File: src/rtl/imem_boot_loader.sv
// imem_boot_loader
//   Loads a software image into instruction memory from a byte stream and
//   keeps the core in reset until the image has been written completely.
//   Frame format: LEN_LO, LEN_HI (word count N, little-endian), then 4*N data
//   bytes, each word little-endian (first byte lands in [7:0]).
//
//   Optional build macro: BOOT_CSUM_EN
//     When defined, one extra byte follows the data; it must equal the XOR of
//     all data bytes (0x00 for an empty image). A mismatch ends in the error
//     state with the core still held.
//
// Ports
//   clk           core clock
//   rst           synchronous reset, active low
//   in_data       stream byte
//   in_valid      in_data valid
//   in_ready      loader can accept a byte this cycle
//   imem_we       one-cycle instruction memory write strobe
//   imem_addr     word address of the write
//   imem_wdata    word to write
//   core_hold     1 = keep the core in reset
//   load_done     image loaded successfully (sticky until rst)
//   load_err      protocol error (sticky until rst)
//   words_loaded  number of words written so far
//
// States
//   S_LEN0 | waiting for low byte of the word count
//   S_LEN1 | waiting for high byte of the word count
//   S_DATA | receiving data bytes, writing one word per 4 bytes
//   S_CSUM | waiting for the checksum byte (BOOT_CSUM_EN only)
//   S_DONE | image complete, core released
//   S_ERR  | protocol error, core held

module imem_boot_loader #(
  parameter int DEPTH = 1024,
  parameter int AW    = $clog2(DEPTH)
) (
  input  logic          clk,
  input  logic          rst,
  input  logic [7:0]    in_data,
  input  logic          in_valid,
  output logic          in_ready,
  output logic          imem_we,
  output logic [AW-1:0] imem_addr,
  output logic [31:0]   imem_wdata,
  output logic          core_hold,
  output logic          load_done,
  output logic          load_err,
  output logic [15:0]   words_loaded
);

  typedef enum logic [2:0] {
    S_LEN0 = 3'd0,
    S_LEN1 = 3'd1,
    S_DATA = 3'd2,
    S_CSUM = 3'd3,
    S_DONE = 3'd4,
    S_ERR  = 3'd5
  } state_t;

  state_t      state;
  state_t      state_nxt;
  state_t      state_post;   // where the FSM goes once the data phase is over
  logic [7:0]  len_lo;
  logic [15:0] len;
  logic [15:0] len_full;
  logic [1:0]  bcnt;
  logic [23:0] wbuf;
  logic        data_cmpl;    // last data byte taken, final write still pending
  logic        acc;
  logic        last_byte;
`ifdef BOOT_CSUM_EN
  logic [7:0]  csum;
`endif

`ifdef BOOT_CSUM_EN
  assign state_post = S_CSUM;
`else
  assign state_post = S_DONE;
`endif

  // Ready is withheld during the final write cycle so no byte can slip in
  // between the last data byte and the end of the data phase.
  assign in_ready = rst && ((state == S_LEN0) || (state == S_LEN1) ||
                            (state == S_CSUM) ||
                            ((state == S_DATA) && !data_cmpl));

  assign acc       = in_valid && in_ready;
  assign len_full  = {in_data, len_lo};
  // The previous word's write has always retired by the next 4th byte, so
  // words_loaded here equals the index of the word being completed.
  assign last_byte = (state == S_DATA) && acc && (bcnt == 2'd3) &&
                     ((words_loaded + 16'd1) == len);

  always_ff @(posedge clk) begin
    if (!rst) begin
      state <= S_LEN0;
    end else begin
      state <= state_nxt;
    end
  end

  always_comb begin
    state_nxt = state;
    core_hold = 1'b1;
    load_done = 1'b0;
    load_err  = 1'b0;
    case (state)
      S_LEN0: begin
        if (acc) state_nxt = S_LEN1;
      end
      S_LEN1: begin
        if (acc) begin
          if (len_full == 16'd0)              state_nxt = state_post;
          else if (len_full > 16'(DEPTH))     state_nxt = S_ERR;
          else                                state_nxt = S_DATA;
        end
      end
      S_DATA: begin
        if (imem_we && data_cmpl) state_nxt = state_post;
      end
      S_CSUM: begin
`ifdef BOOT_CSUM_EN
        if (acc) state_nxt = (in_data == csum) ? S_DONE : S_ERR;
`else
        state_nxt = S_ERR;
`endif
      end
      S_DONE: begin
        core_hold = 1'b0;
        load_done = 1'b1;
      end
      S_ERR: begin
        load_err = 1'b1;
      end
      default: begin
        state_nxt = S_LEN0;
      end
    endcase
  end

  always_ff @(posedge clk) begin
    if (!rst) begin
      len_lo       <= '0;
      len          <= '0;
      bcnt         <= '0;
      wbuf         <= '0;
      data_cmpl    <= 1'b0;
      imem_we      <= 1'b0;
      imem_addr    <= '0;
      imem_wdata   <= '0;
      words_loaded <= '0;
`ifdef BOOT_CSUM_EN
      csum         <= '0;
`endif
    end else begin
      imem_we <= 1'b0;
      if (imem_we) words_loaded <= words_loaded + 16'd1;
      if ((state == S_LEN0) && acc) len_lo <= in_data;
      if ((state == S_LEN1) && acc) len    <= len_full;
      if ((state == S_DATA) && acc) begin
        bcnt <= bcnt + 2'd1;
        wbuf <= {in_data, wbuf[23:8]};
`ifdef BOOT_CSUM_EN
        csum <= csum ^ in_data;
`endif
        if (bcnt == 2'd3) begin
          imem_we    <= 1'b1;
          imem_wdata <= {in_data, wbuf};
          imem_addr  <= words_loaded[AW-1:0];
        end
        if (last_byte) data_cmpl <= 1'b1;
      end
    end
  end

endmodule

File: config.mk
export PLATFORM = sky130hd
export DESIGN_NAME = imem_boot_loader
export DESIGN_NICKNAME = d
export VERILOG_FILES = /design/src/rtl/imem_boot_loader.sv
export SDC_FILE = /design/constraint.sdc
export NUM_CORES = 1
export LEC_CHECK = 0
export CORE_MARGIN = 2
export CORE_UTILIZATION = 45
export DETAILED_ROUTE_END_ITERATION = 8
export GPL_TIMING_DRIVEN = 0
export PLACE_DENSITY = 0.69
export SYNTH_ARGS = -nofsm -noshare
export SYNTH_HDL_FRONTEND = slang
export SYNTH_SLANG_ARGS = --single-unit
File: constraint.sdc
create_clock -name clk -period 2.3 [get_ports clk]
set_input_delay 0.23 -clock clk [delete_from_list [all_inputs] [get_ports clk]]
set_output_delay 0.23 -clock clk [all_outputs]
set_load 0.02 [all_outputs]
==> reports/metrics.yaml <==
slew_violations: 0
clk_latency_ns: 0.52
drcViolationCount: 0
htree_levels: 4
hold_viol_final: 0
clock_skew_ns: 0.004742
wire_per_inst_um: 15.19
die_area_um2: 11440
grt_max_degree: 17
pin_count: 74
wl_um: 12410
ys_dominant_reg_cell: "dfxtp_1"
hold_path.class: "primary input to flip-flop"
powerDensity_nw_per_um2: 773.9
area_growth_syn_to_layout_pct: 32.00
register_area_um2: 2265
fmax_mhz: 455.9
whs_path_depth: 3
criticalPathCategory: "flip-flop to output pin"
die_w_um: 107.0
status: "finished clean"
start_util: 0.4620
cts.path.max_buffers: 2
multi_input_area_um2: 2258
cts.sinks: 113
cp.required_ns: 2.07
ys_seq_area_frac: 0.4743
crit_arrival_ns: 1.96
yosysWarnings: 0
cts_setup_buffers: 0
core_um2: 10320
fin_crit_ns: 2.193
crit_path_start_kind: "flip-flop"
synthesis.area_um2: 4770
drt_first_pass_iters: 4
endpoint_kind: "output pin"
grt_pass1_vias: 4213
final-setup-viol-count: 0
worst_slack_ns: 0.1066
timing.final.crit_share: 0.9536
dieHeight_um: 107.0
clock-root-buffer: "clkbuf_8"
drt-vias-per-instance: 5.306
reg2reg_depth: 8
avgSynthCellArea_um2: 8.281
final_nets: 681
layout-drive-gt1-share: 0.08957
tns_ns: 0
rsz0062_at_grt: "false"
relSlewSlack: 0.5780
overflow: 0
synth_nets: 589
drt_iter0_markers: 265
ant_nets: 0
hpwl_um: 8752
rows: 37
via_count: 4335
vdd_ir_drop_max_v: 0.0004136
grt_pass1_wl_um: 20260
cts_made_buffers: 17
worst_pin_slew_ns: 0.6330
track_usage: 0.2267
maxCapViolCount: 0
worstPathMaxFanout: 8
grt_antenna_before_repair: 0
post-place-ws_ns: -0.1545
tritoncts: "done"
fillers: 902
finalWeightedCongestion: 0.8595
port_buffers: 73
async_flop_share: 0
synth_cells: 576
synth_edf_count: 0
ys_types: 50
diodes: 0
ys_ff_latch: 113
clk_pin_slew_ns: 0.05
p_leak_nw: 2.338
[worst paths after layout]
kind	from	end	slack, ns
worst min-delay path	rst	data_cmpl	0.41
worst min register to register	imem_wdata[29]	imem_wdata[29]	0.45
worst max-delay path	state[2]	in_ready	0.11
worst max register to register	words_loaded[0]	data_cmpl	0.22
[final cells by class]
| type | instances | area share |
|---|---|---|
| flip-flops and latches | 113 | 0.3597 |
| multi-input cells | 416 | 0.3587 |
| repair buffers | 73 | 0.1161 |
| clock buffers | 19 | 0.06856 |
| plain buffers | 40 | 0.03617 |
| clock inverters | 13 | 0.02961 |
| well taps | 136 | 0.02703 |
| inverters | 7 | 0.004173 |
[worst max-delay path, stage by stage (launching register included)]
cell	delay, ns
dfxtp_1	0.38
nor2b_2	0.22
a21boi_0	0.20
clkdlybuf4s50_1	0.64
[cells in the mapped netlist, drive strengths merged (10+ instances only)]
cell type    n  share of area
clkbuf      20          0.016
nand2      149           0.12
dfxtp      113           0.47
nand3       13          0.014
xor2        20          0.038
nand4       10          0.014
mux2i       26          0.055
buf         20          0.032
xnor2       14          0.026
o21ai       10          0.010
a21oi       72          0.076
nor2        52          0.041
[sequential cells by signal, indices dropped and copies added, names as in the netlist]
signal,flops
state,3
bcnt,2
len_lo,8
len,16
imem_we,1
data_cmpl,1
words_loaded,16
imem_wdata,32
imem_addr,10
wbuf,24
[cells in the final DEF (no fill, tap or decap), types with 5 or more instances in the layout]
| master | n |
|---|---|
| a21oi_1 | 72 |
| buf_2 | 8 |
| buf_6 | 8 |
| clkbuf_1 | 21 |
| clkbuf_16 | 16 |
| clkdlybuf4s50_1 | 73 |
| dfxtp_1 | 111 |
| inv_1 | 6 |
| mux2i_1 | 26 |
| nand2_1 | 148 |
| nand3_1 | 13 |
| nand4_1 | 9 |
| nor2_1 | 51 |
| nor3_1 | 5 |
| o21ai_0 | 10 |
| xnor2_1 | 14 |
| xor2_1 | 19 |
[cell families (layout without fill, tap and decap cells)]
group / Yosys count / after routing / share of synthesized area
adder cells (fa/ha/maj): 2 / 2 / 0.005246
buffers and inverters: 47 / 152 / 0.05325
XOR/XNOR: 34 / 34 / 0.06401
AND/OR/NAND/NOR: 254 / 254 / 0.2308
AO/OA/AOI/OAI: 100 / 100 / 0.1178
multiplexers: 26 / 26 / 0.05456
flip-flops: 113 / 113 / 0.4743
[layer usage]
layer | up-vias | global-route usage | wire length (µm)
li1 | 2113 | - | -
met1 | 2066 | 0.2893 | 5664
met2 | 141 | 0.3603 | 5818
met3 | 15 | 0.06930 | 774
met4 | 0 | 0.08627 | 155
met5 | - | 0 | 0
[where the power goes]
group          switching, W  total, W  internal (W)
logic              0.000101  0.000168     0.0000669
registers         0.0000145   0.00199       0.00197
clock network      0.000931   0.00272       0.00179
[through the flow]
step,utilization,std cells,hold slack [ns],power [W],area [µm²]
global route,0.6099,817,0.4340,0.005012,6296
CTS,0.6094,817,0.3864,0.004905,6291
detailed placement,0.5493,785,0.4462,0.002198,5670
finish,0.6099,817,0.4122,0.004872,6296
global placement,0.5493,785,0.4403,0.002194,5670
floorplan,-,576,0.3427,0.002126,4770
[timing repair]
item | CTS | global route
setup endpoints to repair | 1 | 1
resized for setup | 1 | 3
hold buffers | 0 | 0
No activity file was read; power rests on OpenSTA's default activity.
